--- src/rtl/score_pkg.sv ---
// Shared types and constants for the Connect Four match scorekeeper.
// Holds the FSM state encoding, the score width and the counter-width helper.
package score_pkg;

  typedef enum logic [1:0] {
    PLAY       = 2'd0,
    HOLD       = 2'd1,
    MATCH_OVER = 2'd2
  } state_t;

  localparam int SCORE_W = 3;

  // The counter is shared by the board hold and the auto-restart interval (4x hold).
  function automatic int cnt_width(input int hold_cycles);
    return $clog2(4 * hold_cycles + 1);
  endfunction

endpackage

--- src/rtl/edge_pulse.sv ---
// One-bit rising-edge detector: registers the previous level and flags low->high.
// The previous-level flop updates every cycle regardless of what the consumer is doing.
module edge_pulse (
  input  logic clk,
  input  logic rst,
  input  logic level,
  output logic rise
);

  logic prev;

  always_ff @(posedge clk or posedge rst) begin
    if (rst) begin
      prev <= 1'b0;
    end else begin
      prev <= level;
    end
  end

  assign rise = level & ~prev;

endmodule

--- src/rtl/score_keeper.sv ---
// Match scorekeeper: turns win levels into saturating green/red scores, holds decided boards,
// and freezes at match end. Define AUTO_NEWMATCH_EN to let MATCH_OVER restart on its own.
//
// Handshake note: there is no valid/ready pair here; newGame is a one-cycle strobe that is
// acted on in the cycle it is sampled, and boardClear is a one-cycle command with no ack.
module score_keeper
  import score_pkg::*;
#(
  parameter int WIN_SCORE   = 5,
  parameter int HOLD_CYCLES = 50_000_000
) (
  input  logic               clk,
  input  logic               RST,
  input  logic               winG,
  input  logic               winR,
  input  logic               newGame,
  output logic [SCORE_W-1:0] scoreG,
  output logic [SCORE_W-1:0] scoreR,
  output logic               roundOver,
  output logic               matchOver,
  output logic               boardClear,
  output state_t             state_dbg
);

  localparam int CNT_W = cnt_width(HOLD_CYCLES);
  localparam logic [CNT_W-1:0]   HOLD_LAST = CNT_W'(HOLD_CYCLES - 1);
  localparam logic [SCORE_W-1:0] WIN_VAL   = SCORE_W'(WIN_SCORE);
  localparam logic [SCORE_W-1:0] SCORE_ONE = SCORE_W'(1);
`ifdef AUTO_NEWMATCH_EN
  localparam logic [CNT_W-1:0]   AUTO_LAST = CNT_W'(4 * HOLD_CYCLES - 1);
`endif

  state_t             state;
  state_t             next_state;
  logic [CNT_W-1:0]   cnt;
  logic [CNT_W-1:0]   next_cnt;
  logic [SCORE_W-1:0] next_score_g;
  logic [SCORE_W-1:0] next_score_r;
  logic [SCORE_W-1:0] inc_g;
  logic [SCORE_W-1:0] inc_r;
  logic               next_clear;
  logic               rise_g;
  logic               rise_r;

  edge_pulse u_edge_g (
    .clk   (clk),
    .rst   (RST),
    .level (winG),
    .rise  (rise_g)
  );

  edge_pulse u_edge_r (
    .clk   (clk),
    .rst   (RST),
    .level (winR),
    .rise  (rise_r)
  );

  assign inc_g     = scoreG + SCORE_ONE;
  assign inc_r     = scoreR + SCORE_ONE;
  assign state_dbg = state;

  always_comb begin
    next_state   = state;
    next_cnt     = cnt;
    next_score_g = scoreG;
    next_score_r = scoreR;
    next_clear   = 1'b0;
    if (newGame) begin
      // Restart outranks every other event this cycle, including a fresh win or terminal count.
      next_state   = PLAY;
      next_cnt     = '0;
      next_score_g = '0;
      next_score_r = '0;
      next_clear   = 1'b1;
    end else begin
      case (state)
        PLAY: begin
          next_cnt = '0;
          if (rise_g && rise_r) begin
            next_state = HOLD;
          end else if (rise_g) begin
            next_score_g = inc_g;
            next_state   = (inc_g == WIN_VAL) ? MATCH_OVER : HOLD;
          end else if (rise_r) begin
            next_score_r = inc_r;
            next_state   = (inc_r == WIN_VAL) ? MATCH_OVER : HOLD;
          end
        end
        HOLD: begin
          if (cnt == HOLD_LAST) begin
            next_cnt   = '0;
            next_clear = 1'b1;
            next_state = PLAY;
          end else begin
            next_cnt = cnt + CNT_W'(1);
          end
        end
        MATCH_OVER: begin
`ifdef AUTO_NEWMATCH_EN
          if (cnt == AUTO_LAST) begin
            next_state   = PLAY;
            next_cnt     = '0;
            next_score_g = '0;
            next_score_r = '0;
            next_clear   = 1'b1;
          end else begin
            next_cnt = cnt + CNT_W'(1);
          end
`else
          next_cnt = '0;
`endif
        end
        default: begin
          next_state = PLAY;
          next_cnt   = '0;
        end
      endcase
    end
  end

  // Status flags are registered from the next state so they line up with the state register.
  always_ff @(posedge clk or posedge RST) begin
    if (RST) begin
      state      <= PLAY;
      cnt        <= '0;
      scoreG     <= '0;
      scoreR     <= '0;
      roundOver  <= 1'b0;
      matchOver  <= 1'b0;
      boardClear <= 1'b0;
    end else begin
      state      <= next_state;
      cnt        <= next_cnt;
      scoreG     <= next_score_g;
      scoreR     <= next_score_r;
      roundOver  <= (next_state == HOLD);
      matchOver  <= (next_state == MATCH_OVER);
      boardClear <= next_clear;
    end
  end

endmodule

--- config.mk ---
export PLATFORM = sky130hd
export DESIGN_NAME = score_keeper
export DESIGN_NICKNAME = d
export VERILOG_FILES = /design/src/rtl/score_pkg.sv /design/src/rtl/edge_pulse.sv /design/src/rtl/score_keeper.sv
export SDC_FILE = /design/constraint.sdc
export NUM_CORES = 1
export LEC_CHECK = 0
export ABC_AREA = 1
export ABC_CLOCK_PERIOD_IN_PS = 1880
export BUFFER_PORTS_ARGS = -buffer_cell sky130_fd_sc_hd__buf_2
export CAP_MARGIN = 5
export CORE_MARGIN = 8
export CORE_UTILIZATION = 60
export CTS_CLUSTER_DIAMETER = 150
export DETAILED_ROUTE_END_ITERATION = 10
export PLACE_DENSITY_LB_ADDON = 0.3
export SKIP_CTS_REPAIR_TIMING = 1
export SYNTH_ARGS = -nofsm -noshare
export SYNTH_HDL_FRONTEND = slang
export SYNTH_SLANG_ARGS = --single-unit
--- constraint.sdc ---
create_clock -name clk -period 1.88 [get_ports clk]
set_clock_uncertainty 0.15 [all_clocks]
set_input_delay 0 -clock clk [delete_from_list [all_inputs] [get_ports clk]]
set_output_delay 0 -clock clk [all_outputs]
set_load 0.01 [all_outputs]
Word level (Yosys, flattened, before mapping)
Cells that the tools add are included.
- magnitude comparators: 0
- multiplexer cells: 23
- $add $sub $neg: 3
- equal/unequal tests: 9
- multipliers: 0
- bitwise operators: 4
- div/mod/pow operators: 0
- shift operators: 0
- reductions and logical operators: 7
- operators with widths (operator ; count):
    28-bit 2-to-1 mux ; 3
    28-bit by 1-bit adder with 28-bit output, second input constant ; 1
    28-bit by 26-bit equality test with 1-bit output, second input constant ; 1
    3-bit 2-to-1 mux ; 9
    2-bit 2-to-1 mux ; 7
    3-bit by 1-bit adder with 3-bit output, second input constant ; 2
    3-bit equality test, second input constant ; 2
    2-bit one-hot mux with 3 select lines ; 1
    2-bit nonzero test ; 3
    2-bit by 1-bit equality test with 1-bit output, second input constant ; 2
    2-bit equality test, second input constant ; 2
    2-bit inequality test, second input constant ; 2
    4-bit AND reduction ; 1
    1-bit 2-to-1 mux ; 3
    3-bit AND reduction ; 1
    1-bit AND ; 2
    2-bit logical NOT ; 1
    1-bit inverter ; 2
    1-bit logical AND ; 1
- RAM bits: 0
- output and inout port bits: 11
- latch bits: 0
- bits of input ports: 5
- bits in registers: 41
- bits in read-only memories: 0
- memories kept: 0
- word-level logic and storage cells: 55

Logic depth before layout (Yosys ltp)
Gate-level depths: netlist of the first run.
- depth after elaboration: 9
- depth in mapped cells: 9
- gate-level depth less buffers: 9

Cells and area by module
From an unflattened synthesis of the first run, not the netlist that was laid out.
- cells, all modules: 330
- area, all modules: 2469.9 um^2
- by module, submodules not included (module ; instances ; area each (um^2) ; seq. area each (um^2) ; cells each):
    score_keeper ; 1 ; 2392.3 ; 975.9 ; 322
    edge_pulse ; 2 ; 38.8 ; 25.0 ; 4

Worst setup path after synthesis of the first run
OpenSTA, ideal clock, no wires.
- path type: register to register
- from: reg cnt[0]
- to: reg cnt[8]
- path buffers: 1
- library setup time: 0.122 ns
- data required time: 1.608 ns
- stages on the path, launching flop included: 10
- data arrival time: 1.425 ns
- clock period less this slack: 1.697 ns
- slack: 0.183 ns
- path through: dfrtp_1 -> ha_1 -> nand3_2 -> inv_2 -> nand2_2 -> nor2_4 -> nand3_4 -> nand2_4 -> buf_12 -> nor2_2
- word-level cells in the longest chain between the ends: 4
- elaborated cells on any way between the ends: 5
- classes of those cells: add/sub: 1; eq/ne: 1; mux: 3
- RTL lines (element ; RTL line ; source):
    from (decl) ; score_keeper.sv:35 ; logic [CNT_W-1:0] cnt;
    from (signal assigned) ; score_keeper.sv:134 ; cnt <= next_cnt;
    28-bit by 1-bit adder with 28-bit output or 28-bit by 26-bit equality test with 1-bit output (tied branches) ; score_keeper.sv:96, score_keeper.sv:91 ;
    28-bit 2-to-1 mux * ; score_keeper.sv:91 ; if (cnt == HOLD_LAST) begin
    28-bit 2-to-1 mux * ; score_keeper.sv:77 ; case (state)
    28-bit 2-to-1 mux * ; score_keeper.sv:69 ; if (newGame) begin
    named net next_cnt[8] ; score_keeper.sv:36 ; logic [CNT_W-1:0] next_cnt;
Mark *: on every way through the listed nets, which the timed path passes. The rest lies on a longest branch.
A chain may end at the register's enable or synchronous reset.

Worst setup path in the final report of the first run
- from: reg cnt[0]
- to: reg cnt[19]
Same word-level chain as after synthesis.

==> results of run 1 <==
==> area by class of cell <==
type | count | area share
multi-input combinational | 257 | 0.4646
sequential | 41 | 0.3721
inverter | 45 | 0.06125
timing repair buffer | 23 | 0.05263
clock buffer | 5 | 0.02495
tap | 50 | 0.02269
clock inverter | 1 | 0.001815
==> power groups by stage <==
stage / Sequential [uW] / Combinational, uW / Clock, uW
6_report: 906 / 131 / 532
5_1_grt: 908 / 149 / 572
4_1_cts: 906 / 127 / 532
3_5_place_dp: 924 / 126 / 0
3_3_place_gp: 922 / 123 / 0
2_1_floorplan: 927 / 82.7 / 0
==> cells in the mapped netlist, types with 2 or more instances <==
| cell | n |
|---|---|
| nand2_1 | 85 |
| nor2_1 | 67 |
| inv_1 | 44 |
| dfrtp_1 | 41 |
| nand3_1 | 33 |
| nor2_2 | 14 |
| xor2_1 | 10 |
| o21ai_0 | 8 |
| nand4_1 | 7 |
| a21oi_1 | 5 |
| ha_1 | 5 |
| nand2_2 | 4 |
| nor2_4 | 4 |
| xnor2_1 | 4 |
| nand3b_1 | 3 |
| nor3_1 | 2 |
==> per-stage QoR <==
step | hold slack, ns | std cells | power, uW | utilization | area, um^2
finish | 0.2129 | 422 | 1569 | 0.6894 | 2758
global route | 0.2369 | 422 | 1629 | 0.6894 | 2758
CTS | -0.3144 | 418 | 1565 | 0.6794 | 2718
detailed placement | -0.02336 | 412 | 1050 | 0.6609 | 2644
global placement | -0.02686 | 412 | 1045 | 0.6609 | 2644
floorplan | -0.1186 | 345 | 1010 | - | 2500
==> flip-flops by register name (all words and copies together) (netlist names) <==
name / count
roundOver: 1
cnt: 28
u_edge_r.prev: 1
scoreG: 3
state_dbg: 2
scoreR: 3
boardClear: 1
matchOver: 1
u_edge_g.prev: 1
==> metal layers <==
metal	vias up	share of wire	track usage
met4	0	0.034	0.09636
met1	1042	0.42	0.2131
met5	-	0	0
li1	1123	-	-
met3	18	0.058	0.04353
met2	69	0.49	0.3272
==> worst min-delay path by stage <==
stage	to	cells past startpoint	startpoint	slack [ns]
final	cnt[22]	4	RST	0.21
after global routing	u_edge_g.prev	2	winG	0.24
after CTS	cnt[21]	3	RST	-0.31
after detailed placement	u_edge_g.prev	1	winG	-0.02
after global placement	u_edge_r.prev	1	winR	-0.03
after floorplan	u_edge_g.prev	0	winG	-0.12
==> layout by cell type (no fill, tap or decap) <==
cell type and count:
a21oi_1 5, and2_1 1, buf_2 15, buf_4 4, clkbuf_8 5, clkinv_2 1
dfrtp_1 41, dlygate4sd3_1 4, ha_1 5, inv_1 44, inv_2 1, nand2_1 85
nand2_2 4, nand2_4 1, nand3_1 33, nand3_2 1, nand3_4 1, nand3b_1 3
nand4_1 7, nor2_1 67, nor2_2 14, nor2_4 4, nor3_1 2, nor3_2 1
nor4_1 1, o21ai_0 8, xnor2_1 4, xor2_1 10
==> kinds of logic after synthesis <==
group                      Yosys count  synth area share
and+or+nand+nor                    225            0.4124
buffers and inverters               47           0.07708
DFF                                 41            0.4104
xor gates and xnor gates            14           0.04905
AOI/OAI and AO/OA                   13           0.02603
adders and majority gates            5           0.02503
==> worst register-to-register path, cell delays in order (launching register included) <==
cell,delay (ns)
dfrtp_1,0.41
ha_1,0.20
nand3_2,0.10
inv_2,0.10
nand2_2,0.07
nor2_4,0.12
nand3_4,0.15
nand2_4,0.24
nor2_1,0.09
==> results.yml, run 1 <==
power:
  power_leakage_uw: 0.001244
  power.switching_uw: 388.4
  pwr-share-clk: 0.339
  power_density_nw_per_um2: 569.1
  p_seq_frac: 0.578
  combPwrFrac: 0.083
  p_int_uw: 1181
  ir_worst_vdd_mv: 0.3424
  switching_share: 0.2475
worst_setup_path:
  critPathCaptureType: "flop"
  critPathArrivalTime_ns: 1.77
  r2r-end: "cnt[19]"
  worst-path-stages: 8
  path_buf_inv: 1
  r2r_cells: 8
  reg2reg_from: "cnt[0]"
  cp-startpoint: "cnt[0]"
  setup.worst_path.end: "cnt[19]"
  path_cells: "ha_1 -> nand3_2 -> inv_2 -> nand2_2 -> nor2_4 -> nand3_4 -> nand2_4 -> nor2_1"
  cp-start-kind: "flop"
  critical_path_class: "reg2reg"
  required_ns: 1.90
  crit_fanout: 16
  max_stage_delay_ns: 0.41
  r2r_slack_ns: 0.13
  cp_top_family: "simple AND/OR/NAND/NOR gates"
  crit_slowest_cell: "dfrtp_1"
detailed_routing:
  wl_per_cell_um: 13.98
  drt-initial-drc-count: 138
  route.detailed.drc: 0
  route.vias.total: 2252
  antenna_left: 0
  vias_per_cell: 5.336
  dr.pass1.iters: 4
  wl_mm: 5.898
placement:
  hpwl_mm: 4.503
  numPortBuffers: 15
  routabilityCongestion: 0.9592
  place_ws_ns: 0.1490
clock_tree:
  clock_latency_ns: 0.29
  cts_tree: "yes"
  htree_levels: 2
  clock-sinks: 41
  clockBufferDepth: 2
  cts_buffers: 5
  path_clk_slew_ns: 0.08
  cts_root_buf: "clkbuf_8"
floorplanning:
  die_y_um: 80.55
  ios: 16
  dieArea_um2: 6488
  start_util: 0.6250
  die_x_um: 80.55
  rows: 23
  core_um2: 4000
timing:
  slew_viol_final: 0
  relSlewSlack: 0.6551
  finalHoldViolations: 0
  tns_ns: 0
  worst_pin_slew_ns: 0.5173
  layout_setup_ws_ns: 0.1297
  rsz0062_at_grt: "no"
  period_needed_ns: 1.750
  fin_crit_sh: 0.9310
  max_freq_mhz: 571.3
  setup_viol_count_final: 0
synth:
  synthTopCellsByArea: "dfrtp_1 41%, nand2_1 13%, nor2_1 10%"
  avgSynthCellArea_um2: 7.246
  async_flop_share: 1.000
  synth_edf_count: 0
  syn_area_um2: 2500
  yosys.area.top_type: "dfrtp_1"
  ys_seq_area_frac: 0.4104
  syn_inst: 345
  ys_ff_latch: 41
  syn-num-nets: 355
  synth_top_area_share: 0.4104
  synth_cell_types: 25
  ys_warn_count: 0
  synth_flop_cell: "dfrtp_1"
grt:
  antenna_found_initial: 0
  grt_max_degree: 42
  track_usage: 0.1899
  grt_pass1_vias: 2183
  overflow: 0
  grt_pass1_wl_mm: 9.666
cells_and_area:
  filler_cell_count: 351
  multiInputGateArea_um2: 1281
  areaGrowthSynthToFinish_pct: 10.31
  n_antenna_cell: 0
  seqCellArea_um2: 1026
  drive_gt1_frac: 0.1398
  final_nets: 383
status:
  status: "complete, no violations"
worst_hold_path:
  hold_path.class: "in2async"
job:
  drv_cap: 0
(Power assumes the default switching activity.)
==> inputs of run 2 (changes only) <==
Settings changed: CORE_ASPECT_RATIO set to 1.5.
==> run 2 against run 1 <==
Routed wire length increased by 2.4%. Register-to-register slack hardly changed. Fmax shrank 0.17%. Worst setup slack lost 0.0030 ns. Largest cell class unchanged. Utilization is 0.58 points lower. Sequential share of layout area decreased by 0.60 points. Combinational power about the same. Power increased by 14%. Critical endpoint is now cnt[13].
==> results.yml, run 2 (synthesized netlist as in run 1, its figures left out) <==
grt:
  antenna_found_initial: 0
  grt_pass1_wl_mm: 9.970
  overflow: 0
  track_usage: 0.2034
  grt_pass1_vias: 2325
  grt_max_degree: 42
detailed_routing:
  wl_per_cell_um: 14.35
  antenna_left: 0
  dr.pass1.iters: 4
  route.detailed.drc: 0
  vias_per_cell: 5.342
  route.vias.total: 2249
  drt-initial-drc-count: 73
  wl_mm: 6.040
timing:
  period_needed_ns: 1.753
  slew_viol_final: 0
  relSlewSlack: 0.6553
  tns_ns: 0
  max_freq_mhz: 570.4
  worst_pin_slew_ns: 0.5170
  layout_setup_ws_ns: 0.1267
  fin_crit_sh: 0.9326
  finalHoldViolations: 0
  setup_viol_count_final: 0
  rsz0062_at_grt: "no"
cells_and_area:
  final_area_um2: 2803
  utilization: 0.6836
  top_regs: "cnt (28), scoreG (3), scoreR (3)"
  areaGrowthSynthToFinish_pct: 12.11
  largest_reg_flops: 28
  drive_gt1_frac: 0.1440
  final_common_cell: "nand2_1"
  n_antenna_cell: 0
  final_nets: 384
  layout_common_cells: "85 x nand2_1, 67 x nor2_1, 44 x inv_1, 41 x dfrtp_1, 33 x nand3_1"
  regMostFlops: "cnt"
  instances_no_fill: 421
status:
  status: "complete, no violations"
floorplanning:
  start_util: 0.6097
  core_um2: 4100
  die_x_um: 68.71
  rows: 29
  die_y_um: 95.06
  dieArea_um2: 6531
  ios: 16
clock_tree:
  clockBufferDepth: 2
  clock-sinks: 41
  path_clk_slew_ns: 0.08
  clock_latency_ns: 0.31
  htree_levels: 2
  cts_buffers: 5
  cts_root_buf: "clkbuf_8"
  cts_tree: "yes"
worst_setup_path:
  r2r_cells: 8
  path_cells: "ha_1 -> nand3_2 -> inv_2 -> nand2_2 -> nor2_4 -> nand3_4 -> nand2_4 -> nor2_1"
  critPathArrivalTime_ns: 1.80
  reg2reg_from: "cnt[0]"
  required_ns: 1.92
  critPathCaptureType: "flop"
  critical_path_class: "reg2reg"
  r2r_slack_ns: 0.13
  max_stage_delay_ns: 0.41
  crit_fanout: 16
  r2r-end: "cnt[13]"
  crit_slowest_cell: "dfrtp_1"
  cp-start-kind: "flop"
job:
  drv_cap: 0
worst_hold_path:
  hold_end: "u_edge_g.prev"
  min_from: "winG"
  min_path_cells: 2
  hold_path.class: "in2reg"
power:
  power_density_nw_per_um2: 639.2
  ir_worst_vdd_mv: 0.7079
  power_leakage_uw: 0.001270
placement:
  numPortBuffers: 15
  place_inst: 409
  hpwl_mm: 4.690
  placed_cell_area_um2: 2646
  routabilityCongestion: 0.9328
  place_ws_ns: 0.1372
## run 2: cell types whose count changed in the layout (fill, tap and decap cells not counted), sizes merged
cell / delta
clkinv: -1
buf: +1
clkbuf: +2
bufinv: +1
## run 2: critical path: cells and delay by family (launching register included)
family        cells  cell delay, ns
simple gates      6            0.77
fa+ha+maj         1            0.21
flops             1            0.41
buf+inv           1            0.11
## run 2: metal layers
layer | vias to the layer above | share of wire | track usage | routed length, um
met5 | - | 0 | 0 | 0
met4 | 0 | 0.060 | 0.1496 | 360
met3 | 28 | 0.028 | 0.03294 | 171
met2 | 65 | 0.52 | 0.3556 | 3116
met1 | 1025 | 0.40 | 0.2076 | 2392
li1 | 1131 | - | - | -
## run 2: through the flow
step	hold slack [ns]	total power, uW
after floorplan	-0.1186	1010
after global placement	-0.02833	1046
after detailed placement	-0.02290	1050
after CTS	-0.3367	1789
after global routing	0.2113	1843
final	0.2063	1791
## run 2: worst max-delay path by stage
| stage | cells after the start | from | to |
|---|---|---|---|
| after floorplan | 9 | cnt[0] | cnt[8] |
| after global placement | 8 | cnt[0] | cnt[27] |
| after detailed placement | 8 | cnt[0] | cnt[27] |
| after CTS | 8 | cnt[0] | cnt[27] |
| after global routing | 8 | cnt[0] | cnt[0] |
| final | 8 | cnt[0] | cnt[13] |
## run 2: where the power goes
part	leakage [uW]	internal (uW)	switching (uW)
Sequential	0.000562	896	10.2
Combinational	0.000649	40.5	90.6
Clock	0.0000585	433	322
Total	0.00127	1370	422
## run 2: final cells by class
cell class,count,area [um^2]
clock inverters,1,30.03
flip-flops and latches,41,1026
fillers,378,1297
inverters,45,168.9
clock buffers,7,86.33
multi-input cells,257,1281
repair buffers,24,152.6
well taps,46,57.56
==> inputs of run 3 (changes only) <==
Settings changed: ABC_AREA 1 to unset, CORE_UTILIZATION 60 to 59, TNS_END_PERCENT set to 5.
==> run 3 against run 2 <==
The run now ends with setup timing left. Final area down 9.6%. Die area fell by 13%. Combinational power rose by 8%. Non-clock buffer count up 17. Sequential cell count did not move. Synthesized area decreased by 17%. Cell count fell by 31%. Global-route usage shrank 3.1 points. Clock power decreased by 2%.
==> results.yml, run 3 <==
synth:
  synth_flop_cell: "dfrtp_1"
  avgSynthCellArea_um2: 10.05
  synth_common_cells: "41 x dfrtp_1, 37 x nor2_1, 19 x xnor2_1"
  synth_top_area_share: 0.4955
  ys_warn_count: 0
  ys_ff_latch: 41
  syn-num-nets: 216
  synthTopCellsByArea: "dfrtp_1 50%, xnor2_1 8.0%, nor2_1 6.7%"
  synth_edf_count: 0
  yosys.area.top_type: "dfrtp_1"
  ys_seq_area_frac: 0.4955
  synth_cell_types: 41
  async_flop_share: 1.000
  syn_inst: 206
  syn_area_um2: 2071
  synth.most_common_cell: "dfrtp_1"
placement:
  placed_cell_area_um2: 2326
  place_inst: 278
  routabilityCongestion: 0.7498
  numPortBuffers: 15
  hpwl_mm: 3.301
cells_and_area:
  n_antenna_cell: 0
  layout_common_cells: "40 x dfrtp_1, 37 x nor2_1, 20 x buf_4, 19 x xnor2_1"
  instances_no_fill: 291
  multiInputGateArea_um2: 977.2
  seqCellArea_um2: 1027
  areaGrowthSynthToFinish_pct: 22.30
  final_area_um2: 2532
  utilization: 0.7485
  regMostFlops: "cnt"
  filler_cell_count: 223
  final_nets: 258
  largest_reg_flops: 28
  final_common_cell: "dfrtp_1"
  drive_gt1_frac: 0.2490
  top_regs: "cnt (28), scoreG (3), scoreR (3)"
grt:
  antenna_found_initial: 0
  track_usage: 0.1723
  grt_max_degree: 42
  grt_pass1_vias: 1717
  overflow: 0
  grt_pass1_wl_mm: 7.693
detailed_routing:
  route.vias.total: 1653
  route.detailed.drc: 0
  wl_mm: 5.058
  antenna_left: 0
  vias_per_cell: 5.680
  wl_per_cell_um: 17.38
  drt-initial-drc-count: 48
  dr.pass1.iters: 4
floorplanning:
  start_util: 0.6121
  ios: 16
  die_y_um: 88.56
  rows: 26
  dieArea_um2: 5700
  core_um2: 3383
  die_x_um: 64.37
clock_tree:
  clock_latency_ns: 0.30
  cts_root_buf: "clkbuf_8"
  cts_tree: "yes"
  htree_levels: 2
  cts_buffers: 5
  clockBufferDepth: 2
  path_clk_slew_ns: 0.08
  clock-sinks: 41
worst_setup_path:
  reg2reg_from: "cnt[9]"
  cp-startpoint: "cnt[9]"
  r2r-end: "cnt[4]"
  cp-start-kind: "flop"
  required_ns: 1.92
  critPathArrivalTime_ns: 2.03
  r2r_slack_ns: -0.12
  crit_fanout: 13
  critPathCaptureType: "flop"
  critical_path_class: "reg2reg"
  r2r_cells: 6
worst_hold_path:
  hold_end: "scoreG[2]"
  min_from: "winG"
  min_path_cells: 5
  hold_path.class: "in2reg"
timing:
  rsz0062_at_grt: "yes"
  max_freq_mhz: 501.3
  layout_setup_ws_ns: -0.1150
  slew_viol_final: 0
  setup_viol_count_final: 29
  relSlewSlack: 0.6485
  period_needed_ns: 1.995
  worst_pin_slew_ns: 0.5273
  whs_ns: 0.1490
  finalHoldViolations: 0
  fin_crit_sh: 1.061
status:
  violations: "setup timing"
  status: "complete, but fails checks"
job:
  drv_cap: 0
power:
  power_density_nw_per_um2: 706.7
  power_leakage_uw: 0.001151
  p_total_uw: 1790
  ir_worst_vdd_mv: 0.7789
-- run 3: cell types whose count changed after synthesis, moves of 4 or more --
cell / change
nand3_1: -22
xnor2_1: +15
o21ai_0: -7
nand2_2: -4
nand2_1: -70
nor2_1: -30
nor2_4: -4
inv_1: -32
nor2_2: -10
-- run 3: layer usage --
metal	track usage	vias up	share of wire
li1	-	769	-
met1	0.1751	829	0.37
met2	0.3276	42	0.57
met3	0.03549	13	0.031
met4	0.07570	0	0.024
met5	0	-	0
-- run 3: cells by family after synthesis --
family / Yosys count / synth area share
flops: 41 / 0.4955
fa+ha+maj: 5 / 0.03021
xor+xnor: 31 / 0.1311
compound gates: 9 / 0.03142
mux: 1 / 0.004834
buf+inv: 19 / 0.04411
simple gates: 100 / 0.2628
-- run 3: through the flow --
stage	setup slack [ns]	setup TNS (ns)
after floorplan	-0.05299	-0.2376
after global placement	-0.02555	-0.5814
after detailed placement	-0.1155	-2.865
after CTS	-0.1310	-3.427
after global routing	-0.1833	-4.475
final	-0.1150	-2.681
-- run 3: how the worst max path moves through the flow --
stage	endpoint	slack, ns	cells after the start
floorplan	roundOver	-0.05	7
global placement	cnt[9]	-0.03	6
detailed placement	cnt[19]	-0.12	6
CTS	cnt[19]	-0.13	6
global route	cnt[22]	-0.18	6
finish	cnt[4]	-0.12	6
-- run 3: critical path: stages, from the launching register on --
cell and delay [ns]:
dfrtp_2 0.45, or4_1 0.48, nor3_1 0.13, and4b_1 0.26
or2_4 0.18, clkbuf_16 0.17, nor2_1 0.06
-- run 3: area by class of cell --
cell class              instances  area share
inverters                      13     0.01927
multi-input cells             146      0.3859
repair buffers                 41      0.1225
flip-flops and latches         41      0.4056
clock buffers                   7     0.03409
well taps                      42     0.02075
clock inverters                 1     0.01186
-- run 3: report_power, final --
part	switching, uW	internal, uW	total, uW
Sequential	12.9	897	909
Combinational	85.4	56.8	142
Clock	305	433	738
Total	403	1390	1790
